--- src/rtl/led_flow_pkg.sv ---
// Shared mode encodings and FSM state type for the LED running-light sequencer.
// No logic here; latency and backpressure are properties of the users.
package led_flow_pkg;

  typedef enum logic [1:0] {
    MODE_ROL  = 2'b00,
    MODE_ROR  = 2'b01,
    MODE_PING = 2'b10,
    MODE_BAR  = 2'b11
  } mode_e;

  typedef enum logic [1:0] {
    S_IDLE = 2'b00,
    S_RUN  = 2'b01,
    S_HOLD = 2'b10
  } state_e;

  localparam int LED_N_MIN = 2;
  localparam int LED_N_MAX = 32;

endpackage

--- src/rtl/led_flow_ctrl_if.sv ---
// Step source, switch inputs and pattern/strobe outputs of led_flow_ctrl.
// Purely combinational bundle: no latency, no backpressure.
interface led_flow_ctrl_if #(
  parameter int LED_N = 8
);

  logic             Step_In;
  logic [1:0]       Mode;
  logic             Run;
  logic [LED_N-1:0] LED;
  logic             Step_Pulse;
  logic             Wrap;

  modport master (
    output Step_In, Mode, Run,
    input  LED, Step_Pulse, Wrap
  );

  modport slave (
    input  Step_In, Mode, Run,
    output LED, Step_Pulse, Wrap
  );

endinterface

--- src/rtl/step_sync.sv ---
// Rising-edge detector for Step_In, optionally behind a 2-flop synchronizer (LED_SYNC_EN).
// Latency: rise is combinational from the last stage; 2 extra edges with LED_SYNC_EN. No backpressure.
module step_sync (
  input  logic clk,
  input  logic rst_n,
  input  logic step_in,
  output logic rise
);

`ifdef LED_SYNC_EN
  logic sync1_q, sync1_d;
  logic sync2_q, sync2_d;
  logic dly_q, dly_d;

  always_comb begin
    sync1_d = step_in;
    sync2_d = sync1_q;
    dly_d   = sync2_q;
  end

  always_ff @(posedge clk or negedge rst_n) begin
    if (!rst_n) begin
      sync1_q <= 1'b0;
      sync2_q <= 1'b0;
      dly_q   <= 1'b0;
    end else begin
      sync1_q <= sync1_d;
      sync2_q <= sync2_d;
      dly_q   <= dly_d;
    end
  end

  assign rise = sync2_q & ~dly_q;
`else
  logic dly_q, dly_d;

  always_comb begin
    dly_d = step_in;
  end

  always_ff @(posedge clk or negedge rst_n) begin
    if (!rst_n) begin
      dly_q <= 1'b0;
    end else begin
      dly_q <= dly_d;
    end
  end

  // dly_q clears on reset, so a Step_In already high at release is one step.
  assign rise = step_in & ~dly_q;
`endif

endmodule

--- src/rtl/led_flow_ctrl.sv ---
// Running-light sequencer: each Step_In rising edge reloads or advances a rotate/ping-pong/bar pattern.
// Outputs registered one edge after the detected rise (2 more with LED_SYNC_EN); no backpressure.
module led_flow_ctrl
  import led_flow_pkg::*;
#(
  parameter int LED_N = 8  // legal range LED_N_MIN..LED_N_MAX
) (
  input  logic           CLK_50M,
  input  logic           nCR,
  led_flow_ctrl_if.slave bus
);

  logic             rise;
  mode_e            mode_in;
  logic             apply;

  state_e           state_q, state_d;
  mode_e            cur_mode_q, cur_mode_d;
  logic             dir_q, dir_d;  // 0 = toward bit LED_N-1
  logic [LED_N-1:0] led_q, led_d;
  logic             step_pulse_q, step_pulse_d;
  logic             wrap_q, wrap_d;

  function automatic logic [LED_N-1:0] seed_of(input mode_e m);
    logic [LED_N-1:0] s;
    s = '0;
    if (m == MODE_ROR) s[LED_N-1] = 1'b1;
    else               s[0]       = 1'b1;
    return s;
  endfunction

  step_sync u_step_sync (
    .clk     (CLK_50M),
    .rst_n   (nCR),
    .step_in (bus.Step_In),
    .rise    (rise)
  );

  assign mode_in = mode_e'(bus.Mode);

  always_comb begin
    state_d      = state_q;
    cur_mode_d   = cur_mode_q;
    dir_d        = dir_q;
    led_d        = led_q;
    step_pulse_d = rise;
    wrap_d       = 1'b0;
    apply        = 1'b0;

    case (state_q)
      S_IDLE: begin
        if (rise && bus.Run) begin
          led_d      = seed_of(mode_in);
          cur_mode_d = mode_in;
          dir_d      = 1'b0;
          state_d    = S_RUN;
        end
      end
      S_RUN: begin
        // A step in the same cycle Run falls is dropped.
        if (!bus.Run)  state_d = S_HOLD;
        else if (rise) apply   = 1'b1;
      end
      S_HOLD: begin
        if (rise && bus.Run) begin
          apply   = 1'b1;
          state_d = S_RUN;
        end
      end
      default: state_d = S_IDLE;
    endcase

    if (apply) begin
      if (mode_in != cur_mode_q) begin
        led_d      = seed_of(mode_in);
        cur_mode_d = mode_in;
        dir_d      = 1'b0;
      end else begin
        case (cur_mode_q)
          MODE_ROL: begin
            led_d  = {led_q[LED_N-2:0], led_q[LED_N-1]};
            wrap_d = led_q[LED_N-1];
          end
          MODE_ROR: begin
            led_d  = {led_q[0], led_q[LED_N-1:1]};
            wrap_d = led_q[0];
          end
          MODE_PING: begin
            // Direction flips on arriving at an end bit, so each end is lit once per period.
            if (!dir_q) begin
              led_d = led_q << 1;
              if (led_q[LED_N-2]) dir_d = 1'b1;
            end else begin
              led_d = led_q >> 1;
              if (led_q[1]) begin
                dir_d  = 1'b0;
                wrap_d = 1'b1;
              end
            end
          end
          default: begin
            if (&led_q) begin
              led_d  = seed_of(MODE_BAR);
              wrap_d = 1'b1;
            end else begin
              led_d = {led_q[LED_N-2:0], 1'b1};
            end
          end
        endcase
      end
    end
  end

  always_ff @(posedge CLK_50M or negedge nCR) begin
    if (!nCR) begin
      state_q      <= S_IDLE;
      cur_mode_q   <= MODE_ROL;
      dir_q        <= 1'b0;
      led_q        <= '0;
      step_pulse_q <= 1'b0;
      wrap_q       <= 1'b0;
    end else begin
      state_q      <= state_d;
      cur_mode_q   <= cur_mode_d;
      dir_q        <= dir_d;
      led_q        <= led_d;
      step_pulse_q <= step_pulse_d;
      wrap_q       <= wrap_d;
    end
  end

  assign bus.LED        = led_q;
  assign bus.Step_Pulse = step_pulse_q;
  assign bus.Wrap       = wrap_q;

endmodule

--- src/flat_wrapper.sv ---
// flat-port wrapper written by rule: the top's interface ports become plain ports
module led_flow_ctrl_flat import led_flow_pkg::*;
#(
  parameter int LED_N = 8                                     
)
  (CLK_50M, nCR, bus_Step_In, bus_Mode, bus_Run, bus_LED, bus_Step_Pulse, bus_Wrap);
  led_flow_ctrl_if #(.LED_N(LED_N)) bus_i ();
  input  logic CLK_50M;
  input  logic nCR;
  input wire logic [$bits(bus_i.Step_In)-1:0] bus_Step_In;
  input wire logic [$bits(bus_i.Mode)-1:0] bus_Mode;
  input wire logic [$bits(bus_i.Run)-1:0] bus_Run;
  output wire logic [$bits(bus_i.LED)-1:0] bus_LED;
  output wire logic [$bits(bus_i.Step_Pulse)-1:0] bus_Step_Pulse;
  output wire logic [$bits(bus_i.Wrap)-1:0] bus_Wrap;
  assign bus_i.Step_In = bus_Step_In;
  assign bus_i.Mode = bus_Mode;
  assign bus_i.Run = bus_Run;
  assign bus_LED = bus_i.LED;
  assign bus_Step_Pulse = bus_i.Step_Pulse;
  assign bus_Wrap = bus_i.Wrap;
  led_flow_ctrl #(.LED_N(LED_N)) u_core (.CLK_50M(CLK_50M), .nCR(nCR), .bus(bus_i));
endmodule
--- config.mk ---
export PLATFORM = sky130hd
export DESIGN_NAME = led_flow_ctrl_flat
export DESIGN_NICKNAME = d
export VERILOG_FILES = /design/src/rtl/led_flow_pkg.sv /design/src/rtl/led_flow_ctrl_if.sv /design/src/rtl/step_sync.sv /design/src/rtl/led_flow_ctrl.sv /design/src/flat_wrapper.sv
export SDC_FILE = /design/constraint.sdc
export NUM_CORES = 1
export LEC_CHECK = 0
export CAP_MARGIN = 20
export CORE_MARGIN = 3
export CORE_UTILIZATION = 25
export CTS_CLUSTER_DIAMETER = 200
export CTS_CLUSTER_SIZE = 28
export DETAILED_ROUTE_END_ITERATION = 16
export GPL_TIMING_DRIVEN = 0
export SYNTH_ARGS = -nofsm -noshare
export SYNTH_HDL_FRONTEND = slang
export SYNTH_SLANG_ARGS = --single-unit
--- constraint.sdc ---
create_clock -name CLK_50M -period 1.8 [get_ports CLK_50M]
set_input_delay 0.18 -clock CLK_50M [delete_from_list [all_inputs] [get_ports CLK_50M]]
set_output_delay 0.18 -clock CLK_50M [all_outputs]
set_load 0.03 [all_outputs]
==> results of run 1 <==
## final timing paths
path	from	cells past startpoint	endpoint
max reg2reg	u_core.state_q[1]	6	u_core.bus.LED[1]
max	u_core.bus.LED[1]	1	bus_LED[1]
max in group asynchronous	nCR	1	u_core.cur_mode_q[0]
min	nCR	1	u_core.u_step_sync.dly_q
min reg2reg	u_core.u_step_sync.dly_q	1	u_core.bus.Step_Pulse
min in group CLK_50M	bus_Step_In	1	u_core.u_step_sync.dly_q
## per-stage QoR
| stage | instances | hold WS (ns) | util | setup WS (ns) |
|---|---|---|---|---|
| after global placement | 181 | 0.420 | 0.316 | 0.139 |
| after global routing | 184 | 0.435 | 0.327 | 0.0135 |
| final | 184 | 0.362 | 0.327 | 0.129 |
| after floorplan | 116 | -0.116 | - | 0.297 |
| after detailed placement | 181 | 0.432 | 0.316 | 0.130 |
| after CTS | 184 | 0.407 | 0.326 | 0.117 |
## per-layer routing
layer  up-vias  track usage  routed length, um
li1        461            -                  -
met1       484        0.144               1170
met2        37        0.170               1290
met3         8       0.0210                140
met4         0       0.0480                 57
met5         -            0                  0
## kinds of logic (layout without fill, tap and decap cells)
| family | count (synthesis) | after routing |
|---|---|---|
| xor gates and xnor gates | 2 | 2 |
| and+or+nand+nor | 38 | 38 |
| muxes | 4 | 4 |
| AOI/OAI and AO/OA | 41 | 41 |
| buffers and inverters | 12 | 30 |
| DFF | 16 | 16 |
| adders and majority gates | 3 | 3 |
## timing repair
item	in CTS	in global routing
buffers inserted	0	0
setup endpoints to repair	0	9
hold endpoints to repair	0	0
resized for setup	0	2
## sequential cells by signal (all words and copies together), names as in the netlist
name	count
u_core.dir_q	1
u_core.bus.Wrap	1
u_core.u_step_sync.dly_q	1
u_core.bus.Step_Pulse	1
u_core.bus.LED	8
u_core.state_q	2
u_core.cur_mode_q	2
## final cells by class
cell class,instances,share of cell area
Multi-Input combinational cell,88,0.455
Tap cell,50,0.0471
Inverter,6,0.0169
Timing Repair Buffer,15,0.113
Clock buffer,3,0.0311
Sequential cell,16,0.301
Buffer,6,0.0358
## cell usage in the layout (no fill, tap or decap), types with 2 or more instances in the layout
cell / Yosys / routed
sky130_fd_sc_hd__dfrtp_1: 16 / 16
sky130_fd_sc_hd__a22oi_1: 4 / 4
sky130_fd_sc_hd__inv_1: 6 / 6
sky130_fd_sc_hd__a21oi_1: 12 / 12
sky130_fd_sc_hd__nand2b_1: 2 / 2
sky130_fd_sc_hd__clkbuf_8: 0 / 3
sky130_fd_sc_hd__o41ai_2: 4 / 4
sky130_fd_sc_hd__buf_2: 3 / 2
sky130_fd_sc_hd__clkdlybuf4s50_1: 0 / 15
sky130_fd_sc_hd__buf_6: 2 / 2
sky130_fd_sc_hd__a221oi_1: 2 / 2
sky130_fd_sc_hd__o21ai_0: 4 / 4
sky130_fd_sc_hd__ha_1: 3 / 3
sky130_fd_sc_hd__xnor2_1: 2 / 2
sky130_fd_sc_hd__nand2_1: 15 / 15
sky130_fd_sc_hd__nor2_1: 5 / 5
sky130_fd_sc_hd__mux2_2: 3 / 3
sky130_fd_sc_hd__nor2b_1: 7 / 7
sky130_fd_sc_hd__nand3_1: 3 / 3
sky130_fd_sc_hd__a211oi_1: 3 / 3
## power by group through the flow
stage	logic, mW	clock network, mW	registers (mW)
2_1_floorplan	0.546	0	0.554
6_report	0.822	0.270	0.511
3_3_place_gp	0.779	0	0.512
3_5_place_dp	0.808	0	0.517
5_1_grt	0.904	0.290	0.522
4_1_cts	0.813	0.279	0.511
==> results.json, run 1 <==
{
  "post_drt_via_cell_ratio": 5.38,
  "ff_latch_area_sq_um": 400,
  "core-area_sq_um": 4060,
  "tritoncts": "yes",
  "crit_buf_inv": 1,
  "post-route-period-util": 0.928,
  "crit_type": "register to primary output",
  "synth_seq_cells": 16,
  "design.portCount": 16,
  "rsz0062_at_grt": "no",
  "timing.slew.headroom": 0.513,
  "synthXorXnorAreaFrac": 0.0164,
  "setup_total_negative_slack_ns": 0,
  "postSynthAreaPerCell_sq_um": 9.21,
  "antenna_found_initial": 0,
  "cp_data_required_time_ns": 1.62,
  "grt_usage": 0.108,
  "wirelength_um": 2670,
  "ir_worst_vdd_uv": 441,
  "yosys-mux-area-fraction": 0.0410,
  "buffers_on_ports": 15,
  "synth_top_family_by_area": "compound AO/OA/AOI/OAI gates",
  "design_power_total_mw": 1.60,
  "intPower_mw": 0.921,
  "largest_stage_delay_on_the_critical_path_ns": 0.73,
  "final-hold-violation-count": 0,
  "yosys_warnings": 0,
  "fraction_of_synthesis_flops_using_an_asynchronous_set_or_reset_pin": 1.00,
  "gp_congestion": 0.894,
  "path_delay_family": "buffers and inverters",
  "die_h_um": 71.4,
  "setup_violations": 0,
  "reg2reg_slack_ns": 0.16,
  "fp.dieW_um": 71.4,
  "post-route-drc-count": 0,
  "final_net_count": 145,
  "worst-path-max-fanout": 9,
  "synthesis.area_sq_um": 1070,
  "cts_buffer_depth": 2,
  "mappedNetlistNets": 125,
  "area_occupied_by_multi_input_gates_sq_um": 604,
  "clock_sinks": 16,
  "clock_latency_ns": 0.25,
  "cell_breakdown_of_the_critical_path": "clkdlybuf4s50_1",
  "clock-skew-final_ns": 0.00252,
  "layout_fillers": 408,
  "area_growth_pct": 24.4,
  "synth_sequential_area_ratio": 0.375,
  "worstHoldPathType": "input port to async pin",
  "wl_per_cell_um": 14.5,
  "synth.largest_area_cell": "sky130_fd_sc_hd__dfrtp_1",
  "swShare": 0.425,
  "ctsRootBufferMaster": "sky130_fd_sc_hd__clkbuf_8",
  "num_vias": 990,
  "final_layout_size_suffix_gt1_frac": 0.134,
  "yosys.area_share.simple": 0.179,
  "max_freq_mhz": 599,
  "insertedDiodeCount": 0,
  "cts_buffers": 3,
  "worstMarginPinSlew_ns": 0.728,
  "worstSetupStartpointType": "register",
  "leak_nw": 0.544,
  "dp_hpwl_um": 1930,
  "postRouteAntennaNets": 0,
  "setup.worst_path.end_class": "primary output",
  "postSynthCellCount": 116,
  "synthTopCellsByCount": "sky130_fd_sc_hd__dfrtp_1, sky130_fd_sc_hd__nand2_1, sky130_fd_sc_hd__a21oi_1",
  "cap_violations": 0,
  "die_area_sq_um": 5090,
  "combinationalPowerShare": 0.513,
  "cts_max_level": 1,
  "cts.reportedPaths.clkPinSlew_ns": 0.06,
  "grt_pass1_vias": 952,
  "timing.final.max_slew_violations": 0,
  "crit_arrival_ns": 1.49,
  "synth_edf_count": 0,
  "synth_compound_area_frac": 0.290,
  "synth.area.top_cells": "sky130_fd_sc_hd__dfrtp_1, sky130_fd_sc_hd__o41ai_2, sky130_fd_sc_hd__a21oi_1, sky130_fd_sc_hd__nand2_1, sky130_fd_sc_hd__nor2b_1",
  "hold_buffers": 0,
  "initial_utilization": 0.263,
  "power_switching_mw": 0.682,
  "largest_net_degree_at_the_start_of_global_routing": 17,
  "first_pass_iters": 4,
  "iteration_0_drc_markers": 63,
  "status": "complete, no violations",
  "synth.most_common_cell": "sky130_fd_sc_hd__dfrtp_1",
  "instance_area_at_placement_sq_um": 1280,
  "reg_power_frac": 0.319,
  "leading_register_cell_type_out_of_synthesis": "sky130_fd_sc_hd__dfrtp_1",
  "placement_rows": 23,
  "synth.distinct_cells": 38,
  "grt_pass1_wl_um": 4440,
  "cellPowerDensity_nw_per_um2": 1210,
  "design_area_sq_um": 1330,
  "finalCriticalPeriod_ns": 1.67,
  "grt_remaining_overflow": 0,
  "share_clk_of_total_power": 0.168,
  "synthAdderAreaFrac": 0.0351,
  "worst_path_max_delay_cell": "sky130_fd_sc_hd__clkdlybuf4s50_1",
  "synth_largest_type_area_fraction": 0.375
}
(Power assumes the default switching activity.)
==> inputs of run 2 (changes only) <==
--- a/config.mk
+++ b/config.mk
@@ -12,6 +12,7 @@
 export CTS_CLUSTER_SIZE = 28
 export DETAILED_ROUTE_END_ITERATION = 16
 export GPL_TIMING_DRIVEN = 0
+export SETUP_SLACK_MARGIN = 0.2
 export SYNTH_ARGS = -nofsm -noshare
 export SYNTH_HDL_FRONTEND = slang
 export SYNTH_SLANG_ARGS = --single-unit
==> constraint.sdc (replaced) <==
create_clock -name CLK_50M -period 2 [get_ports CLK_50M]
set_input_delay 0.2 -clock CLK_50M [delete_from_list [all_inputs] [get_ports CLK_50M]]
set_output_delay 0.2 -clock CLK_50M [all_outputs]
set_load 0.03 [all_outputs]
==> results of run 2 <==
Same layout as run 1 (identical final DEF). Status: complete, no violations.
Main changes from that run: setup slack after placement 0.130 ns -> 0.314 ns; setup slack after layout 0.129 ns -> 0.309 ns; hold slack 0.362 ns -> 0.382 ns; register-to-register setup slack 0.16 ns -> 0.36 ns; total power 1.60 mW -> 1.44 mW; worst IR drop on VDD 441 uV -> 397 uV
==> inputs of run 3 (changes only) <==
==> constraint.sdc (replaced) <==
create_clock -name CLK_50M -period 1.4 [get_ports CLK_50M]
set_input_delay 0.14 -clock CLK_50M [delete_from_list [all_inputs] [get_ports CLK_50M]]
set_output_delay 0.14 -clock CLK_50M [all_outputs]
set_load 0.03 [all_outputs]
==> run 3 against run 2 <==
  * Hold slack lost 0.059 ns
  * Combinational power up 72%
  * Non-clock buffer count rose by 5
  * Largest power group unchanged
  * Via count increased by 2.1%
  * Count of clock-buffer cells in the layout increased by 1
  * Sequential power grew 47%
  * The run now ends with negative setup slack left
  * Worst setup slack lost 0.56 ns
  * Sequential share of layout area is 2.3 points lower
  * Utilization increased by 3.5 points
==> results.json, run 3 (synthesis gave the netlist of run 1 again) <==
{
  "leak_nw": 0.604,
  "placement_rows": 23,
  "grt_pass1_vias": 970,
  "rsz0062_at_grt": "yes",
  "hold_buffers": 0,
  "max_freq_mhz": 604,
  "number_of_flip_flops_in_the_largest_register": 8,
  "die_h_um": 71.4,
  "crit_type": "register to register",
  "clock_latency_ns": 0.26,
  "area_occupied_by_multi_input_gates_sq_um": 689,
  "cts_buffer_depth": 2,
  "layout_fillers": 408,
  "cts_buffers": 3,
  "post-route-period-util": 1.18,
  "final_core_util": 0.362,
  "worstMarginPinSlew_ns": 0.742,
  "ctsRootBufferMaster": "sky130_fd_sc_hd__clkbuf_8",
  "crit_arrival_ns": 1.80,
  "setup.worst_path.end_class": "register",
  "first_pass_iters": 4,
  "cap_violations": 0,
  "grt_pass1_wl_um": 4690,
  "ff_latch_area_sq_um": 409,
  "area_growth_pct": 37.5,
  "worst-path-max-fanout": 5,
  "ir_worst_vdd_uv": 725,
  "finalCriticalPeriod_ns": 1.65,
  "num_vias": 1011,
  "final_layout_size_suffix_gt1_frac": 0.386,
  "initial_utilization": 0.263,
  "cts.reportedPaths.clkPinSlew_ns": 0.07,
  "final.setup.worst_slack_ns": -0.254,
  "design.portCount": 16,
  "gp_congestion": 0.804,
  "final_net_count": 150,
  "worstHoldPathType": "input port to async pin",
  "insertedDiodeCount": 0,
  "largest_net_degree_at_the_start_of_global_routing": 17,
  "iteration_0_drc_markers": 56,
  "clock_sinks": 16,
  "clock-skew-final_ns": 0.00193,
  "instance_area_at_placement_sq_um": 1310,
  "antenna_found_initial": 0,
  "post_drt_via_cell_ratio": 5.32,
  "wirelength_um": 2890,
  "status": "finished, violations left",
  "timing.slew.headroom": 0.503,
  "buffers_on_ports": 15,
  "core-area_sq_um": 4060,
  "postRouteAntennaNets": 0,
  "post-route-drc-count": 0,
  "dp_hpwl_um": 1940,
  "fp.dieW_um": 71.4,
  "final-hold-violation-count": 0,
  "cp_data_required_time_ns": 1.55,
  "most-common-layout-cells": "sky130_fd_sc_hd__nand2_1, sky130_fd_sc_hd__a21oi_1, sky130_fd_sc_hd__dfrtp_1",
  "grt_remaining_overflow": 0,
  "timing.final.max_slew_violations": 0,
  "worstSetupStartpointType": "register",
  "setup_violations": 12,
  "cts_max_level": 1,
  "failed_checks": "negative setup slack",
  "wl_per_cell_um": 15.2,
  "tritoncts": "yes",
  "die_area_sq_um": 5090,
  "cellPowerDensity_nw_per_um2": 1620,
  "layout_commonest_cell": "sky130_fd_sc_hd__nand2_1",
  "grt_usage": 0.113,
  "design_area_sq_um": 1470
}
[run 3: cell types whose count changed in the layout (fill, tap and decap cells not counted), moves of 3 or more]
| cell | delta |
|---|---|
| sky130_fd_sc_hd__buf_2 | +3 |
| sky130_fd_sc_hd__buf_6 | +4 |
| sky130_fd_sc_hd__clkdlybuf4s15_2 | +4 |
| sky130_fd_sc_hd__clkdlybuf4s50_1 | -10 |
| sky130_fd_sc_hd__dfrtp_1 | -7 |
| sky130_fd_sc_hd__dfrtp_2 | +7 |
| sky130_fd_sc_hd__ha_1 | -3 |
[run 3: final cells by class]
| type | instances | area share |
|---|---|---|
| Tap cell | 50 | 0.0426 |
| Multi-Input combinational cell | 88 | 0.469 |
| Inverter | 6 | 0.0153 |
| Buffer | 6 | 0.0349 |
| Timing Repair Buffer | 20 | 0.122 |
| Sequential cell | 16 | 0.279 |
| Clock buffer | 4 | 0.0375 |
[run 3: final timing paths]
kind	cells after the start	slack (ns)	start	end
setup / recovery	6	-0.25	u_core.state_q[1]	u_core.bus.LED[1]
hold / removal	1	0.32	nCR	u_core.state_q[0]
setup reg to reg	6	-0.25	u_core.state_q[1]	u_core.bus.LED[1]
hold reg to reg	1	0.45	u_core.u_step_sync.dly_q	u_core.bus.Step_Pulse
max in group asynchronous	1	0.56	nCR	u_core.bus.LED[3]
min in group CLK_50M	1	0.37	bus_Step_In	u_core.u_step_sync.dly_q
[run 3: power by group]
| part | switching [mW] | internal [mW] | leakage [nW] | total, mW |
|---|---|---|---|---|
| sequential | 0.120 | 0.557 | 0.201 | 0.677 |
| clock | 0.175 | 0.250 | 0.0288 | 0.425 |
| combinational | 0.695 | 0.579 | 0.374 | 1.27 |
[run 3: layer usage]
layer | global-route usage | part of all wire
met1 | 0.151 | 0.43
met2 | 0.182 | 0.48
met3 | 0.0337 | 0.073
met4 | 0.0251 | 0.0073
met5 | 0 | 0
[run 3: what timing repair did]
action | 4_1_cts | 5_1_grt
pin swaps | 0 | 6
resized for setup | 28 | 22
setup buffers | 0 | 3
endpoints found under the setup margin | 24 | 19
gates cloned | 1 | 1
[run 3: worst max-delay path, stage by stage (launching register included)]
cell,delay [ns]
sky130_fd_sc_hd__dfrtp_1,0.41
sky130_fd_sc_hd__inv_2,0.09
sky130_fd_sc_hd__ha_4,0.28
sky130_fd_sc_hd__o21a_4,0.13
sky130_fd_sc_hd__nand4_1,0.17
sky130_fd_sc_hd__buf_6,0.20
sky130_fd_sc_hd__o41ai_2,0.27
[run 3: stage by stage]
step                hold slack (ns)  TNS (ns)  setup WS [ns]  cells  total power, mW
finish                        0.323     -2.26         -0.254    190             2.38
global route                  0.378     -3.11         -0.313    190             2.54
CTS                           0.354     -1.97         -0.232    186             2.17
detailed placement            0.437     -2.05         -0.241    181             1.74
global placement              0.418     -1.67         -0.212    181             1.71
floorplan                    -0.156    -0.155        -0.0367    116             1.46
